[config.mk]
export PLATFORM = sky130hd
export DESIGN_NAME = multicycle_control_flat
export DESIGN_NICKNAME = d
export VERILOG_FILES = /design/src/rtl/multicycle_control_if.sv /design/src/rtl/multicycle_control.sv /design/src/flat_wrapper.sv
export SDC_FILE = /design/constraint.sdc
export NUM_CORES = 1
export LEC_CHECK = 0
export CORE_UTILIZATION = 32
export CTS_BUF_LIST = sky130_fd_sc_hd__clkbuf_2 sky130_fd_sc_hd__clkbuf_4 sky130_fd_sc_hd__clkbuf_8
export DETAILED_ROUTE_END_ITERATION = 10
export GPL_TIMING_DRIVEN = 1
export HOLD_SLACK_MARGIN = 0.15
export PLACE_DENSITY_LB_ADDON = 0.05
export SETUP_SLACK_MARGIN = 0.5
export SLEW_MARGIN = 10
export SYNTH_ARGS = -nofsm -noshare
export SYNTH_HDL_FRONTEND = slang
export SYNTH_SLANG_ARGS = --single-unit
[constraint.sdc]
create_clock -name clk -period 2.1 [get_ports clk]
set_input_delay 0.42 -clock clk [delete_from_list [all_inputs] [get_ports clk]]
set_output_delay 0.42 -clock clk [all_outputs]
set_load 0.05 [all_outputs]
[src/rtl/multicycle_control_if.sv]
// Control-side bundle between the multicycle controller and its datapath:
// instruction fields and handshake in, mux selects and write strobes out.
interface multicycle_control_if;
   logic [1:0] op;
   logic [5:0] funct;
   logic [3:0] rd;
   logic [3:0] cond;
   logic [3:0] alu_flags;
   logic       mem_ready;
   logic       pc_write;
   logic       reg_write;
   logic       mem_write;
   logic       ir_write;
   logic       adr_src;
   logic       alu_src_a;
   logic [1:0] alu_src_b;
   logic [1:0] result_src;
   logic [1:0] imm_src;
   logic [1:0] reg_src;
   logic [1:0] alu_control;
   logic [3:0] flags;
   logic [3:0] state;

   modport master (
      input  op, funct, rd, cond, alu_flags, mem_ready,
      output pc_write, reg_write, mem_write, ir_write, adr_src, alu_src_a,
             alu_src_b, result_src, imm_src, reg_src, alu_control, flags, state
   );

   modport slave (
      output op, funct, rd, cond, alu_flags, mem_ready,
      input  pc_write, reg_write, mem_write, ir_write, adr_src, alu_src_a,
             alu_src_b, result_src, imm_src, reg_src, alu_control, flags, state
   );
endinterface

[src/rtl/multicycle_control.sv]
// Multicycle ARM-subset main controller: phase sequencing FSM, NZCV flag
// register, condition evaluation and datapath select/strobe decode.
module multicycle_control (
   input logic                 clk,
   input logic                 rst_n,
   multicycle_control_if.master bus
);
   typedef enum logic [3:0] {
      S_FETCH  = 4'd0,
      S_DECODE = 4'd1,
      S_MEMADR = 4'd2,
      S_MEMRD  = 4'd3,
      S_MEMWB  = 4'd4,
      S_MEMWR  = 4'd5,
      S_EXECR  = 4'd6,
      S_EXECI  = 4'd7,
      S_ALUWB  = 4'd8,
      S_BRANCH = 4'd9
   } state_t;

   state_t     state_q, state_d;
   logic [3:0] flags_q, flags_d;
   logic       cond_ex_q, cond_ex_d;

   logic       pc_write_c, reg_write_c, mem_write_c, ir_write_c;
   logic [3:0] cmd;
   logic       rd_is_pc;
   logic       arith_cmd;
   logic       wr;

   assign cmd       = bus.funct[4:1];
   assign rd_is_pc  = (bus.rd == 4'd15);
   assign arith_cmd = (cmd == 4'b0100) || (cmd == 4'b0010) || (cmd == 4'b1010);

   function automatic logic cond_check(input logic [3:0] c, input logic [3:0] f);
      logic n, z, cf, v;
      logic res;
      {n, z, cf, v} = f;
      case (c)
         4'b0000: res = z;
         4'b0001: res = !z;
         4'b0010: res = cf;
         4'b0011: res = !cf;
         4'b0100: res = n;
         4'b0101: res = !n;
         4'b1010: res = (n == v);
         4'b1011: res = (n != v);
         4'b1100: res = !z && (n == v);
         4'b1101: res = z || (n != v);
         4'b1110: res = 1'b1;
         default: res = 1'b0;
      endcase
      return res;
   endfunction

   always_ff @(posedge clk or negedge rst_n) begin
      if (!rst_n) begin
         state_q   <= S_FETCH;
         flags_q   <= 4'b0000;
         cond_ex_q <= 1'b0;
      end else begin
         state_q   <= state_d;
         flags_q   <= flags_d;
         cond_ex_q <= cond_ex_d;
      end
   end

   always_comb begin
      state_d         = S_FETCH;
      flags_d         = flags_q;
      cond_ex_d       = cond_ex_q;
      pc_write_c      = 1'b0;
      reg_write_c     = 1'b0;
      mem_write_c     = 1'b0;
      ir_write_c      = 1'b0;
      bus.adr_src     = 1'b0;
      bus.alu_src_a   = 1'b0;
      bus.alu_src_b   = 2'b00;
      bus.result_src  = 2'b00;
      bus.imm_src     = 2'b00;
      bus.reg_src     = 2'b00;
      bus.alu_control = 2'b00;
      wr              = 1'b0;

      case (state_q)
         S_FETCH: begin
            bus.alu_src_a  = 1'b1;
            bus.alu_src_b  = 2'b10;
            bus.result_src = 2'b10;
            ir_write_c     = bus.mem_ready;
            pc_write_c     = bus.mem_ready;
            state_d        = bus.mem_ready ? S_DECODE : S_FETCH;
         end
         S_DECODE: begin
            bus.alu_src_a  = 1'b1;
            bus.alu_src_b  = 2'b10;
            bus.result_src = 2'b10;
            if (bus.op == 2'b01)      bus.reg_src = 2'b10;
            else if (bus.op == 2'b10) bus.reg_src = 2'b01;
            cond_ex_d = cond_check(bus.cond, flags_q);
            case (bus.op)
               2'b00:   state_d = bus.funct[5] ? S_EXECI : S_EXECR;
               2'b01:   state_d = S_MEMADR;
               2'b10:   state_d = S_BRANCH;
               default: state_d = S_FETCH;
            endcase
         end
         S_MEMADR: begin
            bus.alu_src_b = 2'b01;
            bus.imm_src   = 2'b01;
            state_d       = bus.funct[0] ? S_MEMRD : S_MEMWR;
         end
         S_MEMRD: begin
            bus.adr_src = 1'b1;
            state_d     = bus.mem_ready ? S_MEMWB : S_MEMRD;
         end
         S_MEMWB: begin
            bus.result_src = 2'b01;
            reg_write_c    = cond_ex_q & ~rd_is_pc;
            pc_write_c     = cond_ex_q & rd_is_pc;
            state_d        = S_FETCH;
         end
         S_MEMWR: begin
            bus.adr_src = 1'b1;
            mem_write_c = cond_ex_q;
            // A squashed store never waits on the memory handshake.
            state_d     = (!cond_ex_q || bus.mem_ready) ? S_FETCH : S_MEMWR;
         end
         S_EXECR, S_EXECI: begin
            if (state_q == S_EXECI) begin
               bus.alu_src_b = 2'b01;
               bus.imm_src   = 2'b00;
            end
            case (cmd)
               4'b0100: bus.alu_control = 2'b00;
               4'b0010: bus.alu_control = 2'b01;
               4'b0000: bus.alu_control = 2'b10;
               4'b1100: bus.alu_control = 2'b11;
               4'b1010: bus.alu_control = 2'b01;
               default: bus.alu_control = 2'b00;
            endcase
            if (cond_ex_q && bus.funct[0]) begin
               flags_d[3:2] = bus.alu_flags[3:2];
               if (arith_cmd) flags_d[1:0] = bus.alu_flags[1:0];
            end
            state_d = S_ALUWB;
         end
         S_ALUWB: begin
            wr          = cond_ex_q & (cmd != 4'b1010);
            reg_write_c = wr & ~rd_is_pc;
            pc_write_c  = wr & rd_is_pc;
            state_d     = S_FETCH;
         end
         S_BRANCH: begin
            bus.alu_src_b   = 2'b01;
            bus.imm_src     = 2'b10;
            bus.result_src  = 2'b10;
            pc_write_c      = cond_ex_q;
            state_d         = S_FETCH;
         end
         default: state_d = S_FETCH;
      endcase
   end

   // Strobes are gated by rst_n so an asserted reset kills writes within the cycle.
   assign bus.pc_write  = pc_write_c  & rst_n;
   assign bus.reg_write = reg_write_c & rst_n;
   assign bus.mem_write = mem_write_c & rst_n;
   assign bus.ir_write  = ir_write_c  & rst_n;
   assign bus.flags     = flags_q;
   assign bus.state     = state_q;
endmodule

[src/flat_wrapper.sv]
// flat-port wrapper written by rule: the top's interface ports become plain ports
module multicycle_control_flat 
  (clk, rst_n, bus_op, bus_funct, bus_rd, bus_cond, bus_alu_flags, bus_mem_ready, bus_pc_write, bus_reg_write, bus_mem_write, bus_ir_write, bus_adr_src, bus_alu_src_a, bus_alu_src_b, bus_result_src, bus_imm_src, bus_reg_src, bus_alu_control, bus_flags, bus_state);
  multicycle_control_if bus_i ();
  input logic clk;
  input logic rst_n;
  input wire logic [$bits(bus_i.op)-1:0] bus_op;
  input wire logic [$bits(bus_i.funct)-1:0] bus_funct;
  input wire logic [$bits(bus_i.rd)-1:0] bus_rd;
  input wire logic [$bits(bus_i.cond)-1:0] bus_cond;
  input wire logic [$bits(bus_i.alu_flags)-1:0] bus_alu_flags;
  input wire logic [$bits(bus_i.mem_ready)-1:0] bus_mem_ready;
  output wire logic [$bits(bus_i.pc_write)-1:0] bus_pc_write;
  output wire logic [$bits(bus_i.reg_write)-1:0] bus_reg_write;
  output wire logic [$bits(bus_i.mem_write)-1:0] bus_mem_write;
  output wire logic [$bits(bus_i.ir_write)-1:0] bus_ir_write;
  output wire logic [$bits(bus_i.adr_src)-1:0] bus_adr_src;
  output wire logic [$bits(bus_i.alu_src_a)-1:0] bus_alu_src_a;
  output wire logic [$bits(bus_i.alu_src_b)-1:0] bus_alu_src_b;
  output wire logic [$bits(bus_i.result_src)-1:0] bus_result_src;
  output wire logic [$bits(bus_i.imm_src)-1:0] bus_imm_src;
  output wire logic [$bits(bus_i.reg_src)-1:0] bus_reg_src;
  output wire logic [$bits(bus_i.alu_control)-1:0] bus_alu_control;
  output wire logic [$bits(bus_i.flags)-1:0] bus_flags;
  output wire logic [$bits(bus_i.state)-1:0] bus_state;
  assign bus_i.op = bus_op;
  assign bus_i.funct = bus_funct;
  assign bus_i.rd = bus_rd;
  assign bus_i.cond = bus_cond;
  assign bus_i.alu_flags = bus_alu_flags;
  assign bus_i.mem_ready = bus_mem_ready;
  assign bus_pc_write = bus_i.pc_write;
  assign bus_reg_write = bus_i.reg_write;
  assign bus_mem_write = bus_i.mem_write;
  assign bus_ir_write = bus_i.ir_write;
  assign bus_adr_src = bus_i.adr_src;
  assign bus_alu_src_a = bus_i.alu_src_a;
  assign bus_alu_src_b = bus_i.alu_src_b;
  assign bus_result_src = bus_i.result_src;
  assign bus_imm_src = bus_i.imm_src;
  assign bus_reg_src = bus_i.reg_src;
  assign bus_alu_control = bus_i.alu_control;
  assign bus_flags = bus_i.flags;
  assign bus_state = bus_i.state;
  multicycle_control u_core (.clk(clk), .rst_n(rst_n), .bus(bus_i));
endmodule
==> flow_results.xml <==
<?xml version="1.0" encoding="UTF-8"?>
<metrics>
  <group name="run_status">
    <metric name="result_of_the_run" unit="">finished with violations</metric>
    <metric name="failed_checks" unit="">setup timing</metric>
  </group>
  <group name="cells_and_area">
    <metric name="layout.cells.most_common_list" unit="">sky130_fd_sc_hd__buf_4, sky130_fd_sc_hd__clkdlybuf4s50_1, sky130_fd_sc_hd__buf_12</metric>
    <metric name="fillCellCount" unit="">120</metric>
    <metric name="final_cells" unit="">196</metric>
    <metric name="areaGrowthSynthToFinish" unit="%">141</metric>
    <metric name="nNetsFinal" unit="">192</metric>
    <metric name="antenna_cells" unit="">0</metric>
    <metric name="most_common_cell_after_layout_fill_and_taps_aside" unit="">sky130_fd_sc_hd__buf_4</metric>
    <metric name="proportion_of_layout_cells_with_a_drive_suffix_above_1" unit="">0.601</metric>
  </group>
  <group name="power_and_ir_drop">
    <metric name="vdd_drop_max" unit="mV">1.08</metric>
    <metric name="p_leak" unit="nW">0.810</metric>
    <metric name="power_per_cell_area" unit="mW/mm^2">1390</metric>
    <metric name="design_power_total" unit="W">0.00272</metric>
  </group>
  <group name="logic_synthesis">
    <metric name="synth.area.top_cells" unit="">sky130_fd_sc_hd__dfrtp_1, sky130_fd_sc_hd__mux2_2, sky130_fd_sc_hd__nor2b_1</metric>
    <metric name="synth.distinct_cells" unit="">43</metric>
    <metric name="netlist_area" unit="sq um">812</metric>
    <metric name="main_flop_type_after_synthesis" unit="">sky130_fd_sc_hd__dfrtp_1</metric>
    <metric name="synthesis.nets" unit="">120</metric>
    <metric name="yosysWarnings" unit="">0</metric>
    <metric name="postSynthRegisterBits" unit="">9</metric>
    <metric name="post_synth_edffs" unit="">0</metric>
    <metric name="synth-async-reset-ratio" unit="">1.00</metric>
    <metric name="synth-seq-area-share" unit="">0.277</metric>
    <metric name="syn_area_per_cell" unit="sq um">8.37</metric>
    <metric name="yosys.area.top_type" unit="">sky130_fd_sc_hd__dfrtp_1</metric>
    <metric name="post-synth-top-area-fraction" unit="">0.277</metric>
    <metric name="synthesis.instances" unit="">97</metric>
  </group>
  <group name="die">
    <metric name="dieHeight" unit="um">52.4</metric>
    <metric name="core_area" unit="sq mm">0.00230</metric>
    <metric name="horizontal_extent_of_the_die" unit="um">52.4</metric>
    <metric name="ioPinCount" unit="">47</metric>
    <metric name="initial_utilization" unit="">0.353</metric>
    <metric name="rows" unit="">17</metric>
    <metric name="floorplan.die_area" unit="sq mm">0.00274</metric>
  </group>
  <group name="cts">
    <metric name="clk-insertion-delay-late" unit="ns">0.27</metric>
    <metric name="clk_pin_slew_worst_paths" unit="ns">0.07</metric>
    <metric name="htree_depth" unit="">1</metric>
    <metric name="cts_made_buffers" unit="">3</metric>
    <metric name="clkSinkCount" unit="">9</metric>
    <metric name="root_buffer" unit="">sky130_fd_sc_hd__clkbuf_4</metric>
    <metric name="clock_path_buffers" unit="">2</metric>
    <metric name="cts_tree" unit="">yes</metric>
    <metric name="cts_hold_buf" unit="">0</metric>
  </group>
  <group name="timing">
    <metric name="rsz0062_at_grt" unit="">yes</metric>
    <metric name="post-route-min-period" unit="ns">2.16</metric>
    <metric name="setup_viol" unit="">3</metric>
    <metric name="min_period_over_period" unit="">1.03</metric>
    <metric name="timing.max_slew.rel_slack" unit="">0.757</metric>
    <metric name="fmax" unit="GHz">0.464</metric>
    <metric name="tightestPinTransition" unit="ns">0.360</metric>
    <metric name="aggregate_negative_setup_slack" unit="ns">-0.127</metric>
    <metric name="report.final.slew_viol_count" unit="">0</metric>
    <metric name="post_route_setup_slack" unit="ns">-0.0560</metric>
    <metric name="layout_skew" unit="ns">0.00671</metric>
    <metric name="report.final.hold_viol_count" unit="">0</metric>
  </group>
  <group name="routing">
    <metric name="antenna_violating_nets_left" unit="">0</metric>
    <metric name="drt-initial-drc-count" unit="">47</metric>
    <metric name="route.detailed.vias_per_inst" unit="">5.81</metric>
    <metric name="routed_wire_length_per_instance" unit="um">17.2</metric>
    <metric name="totalWireLength" unit="um">3370</metric>
    <metric name="drtPass1Iterations" unit="">5</metric>
    <metric name="post-route-drc-count" unit="">0</metric>
    <metric name="route.vias.total" unit="">1138</metric>
  </group>
  <group name="critical_path">
    <metric name="critPathRequiredTime" unit="ns">1.68</metric>
    <metric name="worstSetupPathType" unit="">flop to output pin</metric>
    <metric name="timing.reg2reg.worst_path_depth" unit="">8</metric>
    <metric name="largest_stage_delay_on_the_critical_path" unit="ns">0.42</metric>
    <metric name="critical_path.max_fanout" unit="">6</metric>
    <metric name="timing.critical_path.slowest_stage_cell" unit="">sky130_fd_sc_hd__dfrtp_2</metric>
    <metric name="worstSetupStartpointType" unit="">flop</metric>
    <metric name="critical_path.cell_chain" unit="">buf_6, nor3b_2, a31oi_1, or3_4, a21boi_4, buf_12</metric>
    <metric name="crit_arrival" unit="ns">1.74</metric>
    <metric name="timing.critical_path.to_type" unit="">output pin</metric>
  </group>
  <group name="hold_path">
    <metric name="hold_path_class" unit="">input pin to async pin</metric>
  </group>
  <group name="place">
    <metric name="port_buffers" unit="">46</metric>
    <metric name="pre_cts_slack" unit="ns">-0.241</metric>
    <metric name="gp_congestion" unit="">0.834</metric>
    <metric name="dpl.hpwl" unit="um">2120</metric>
    <metric name="place.detailed.instances" unit="">174</metric>
  </group>
  <group name="grt">
    <metric name="grt_pass1_wl" unit="um">5020</metric>
    <metric name="grt_overflow" unit="">0</metric>
    <metric name="grt_use_total" unit="">0.247</metric>
    <metric name="grt_start_max_net_pins" unit="">20</metric>
    <metric name="antenna_found_initial" unit="">0</metric>
    <metric name="first_global_vias" unit="">1084</metric>
  </group>
  <group name="run">
    <metric name="max_cap_viol_count" unit="">0</metric>
  </group>
</metrics>
[synth_stat cells, types with 2 or more instances]
library cell and count:
sky130_fd_sc_hd__xnor2_1 2, sky130_fd_sc_hd__mux2_2 4, sky130_fd_sc_hd__nor3_1 7, sky130_fd_sc_hd__o31ai_1 2
sky130_fd_sc_hd__nor2_1 4, sky130_fd_sc_hd__clkbuf_1 3, sky130_fd_sc_hd__nor3b_1 3, sky130_fd_sc_hd__nand2_1 4
sky130_fd_sc_hd__a2bb2oi_1 2, sky130_fd_sc_hd__a211oi_1 4, sky130_fd_sc_hd__inv_1 4, sky130_fd_sc_hd__a31oi_1 4
sky130_fd_sc_hd__dfrtp_1 9, sky130_fd_sc_hd__o21ai_0 5, sky130_fd_sc_hd__nor2b_1 6, sky130_fd_sc_hd__nand2b_1 3
sky130_fd_sc_hd__and4_1 3, sky130_fd_sc_hd__nand4_1 2, sky130_fd_sc_hd__a21oi_1 2
[per-stage QoR]
step	instance area, sq um	hold slack [ns]	utilization
6_report	1960	0.330	0.853
2_1_floorplan	1000	0.124	-
5_1_grt	1960	0.345	0.853
4_1_cts	1880	0.338	0.819
3_5_place_dp	1670	0.481	0.726
3_3_place_gp	1670	0.475	0.726
[sequential cells by signal, indices dropped and copies added, names as in the netlist]
| signal | flops |
|---|---|
| u_core.bus.flags | 4 |
| u_core.bus.state | 4 |
| u_core.cond_ex_q | 1 |
[metal layers]
metal | track usage | wire length, um | up-vias
met5 | 0 | 0 | -
met4 | 0.0307 | 56 | 0
met3 | 0.0406 | 327 | 8
met2 | 0.470 | 1680 | 78
met1 | 0.292 | 1300 | 540
li1 | - | - | 512
[path summary, 6_finish.rpt]
| path | from | to | slack, ns |
|---|---|---|---|
| setup / recovery | u_core.bus.state[3] | bus_pc_write | -0.06 |
| hold / removal | rst_n | u_core.bus.state[0] | 0.33 |
| setup reg to reg | u_core.bus.state[3] | u_core.bus.flags[1] | 0.23 |
| hold reg to reg | u_core.bus.state[3] | u_core.bus.state[0] | 0.55 |
| max in group asynchronous | rst_n | u_core.bus.state[2] | 1.62 |
| min in group clk | u_core.bus.state[3] | u_core.bus.state[0] | 0.55 |
[critical path, delay by kind of cell, from the launching register on]
kind / cells / cell delay (ns)
buf+inv: 2 / 0.29
flops: 1 / 0.42
simple gates: 2 / 0.50
compound gates: 2 / 0.25
[repair_timing]
item,in CTS,in global routing
pin swaps,14,11
endpoints found under the setup margin,25,26
gates resized for setup,46,12
buffers inserted,11,7
[final cells by class]
type                            instances  area (sq um)  share of cell area
Sequential cell                         9           230               0.117
Timing Repair Buffer                   74           852               0.435
Multi-Input combinational cell         77           791               0.404
Tap cell                               28          35.0              0.0179
Clock buffer                            4          30.0              0.0153
Inverter                                4          21.3              0.0109
[cell families (layout without fill, tap and decap cells)]
family                 Yosys count  after routing  synth area share
AND/OR/NAND/NOR                 40             40             0.304
AO/OA/AOI/OAI                   30             30             0.265
buffers and inverters           11             82            0.0662
flip-flops                       9              9             0.277
multiplexers                     4              4            0.0555
XOR/XNOR                         3              3            0.0324
[where the power goes]
part	internal [W]	total (W)	switching [W]
logic	0.00103	0.00225	0.00122
clock network	0.0000864	0.000154	0.0000679
registers	0.000240	0.000322	0.0000813
total	0.00136	0.00272	0.00137
No activity file was read; power rests on OpenSTA's default activity.
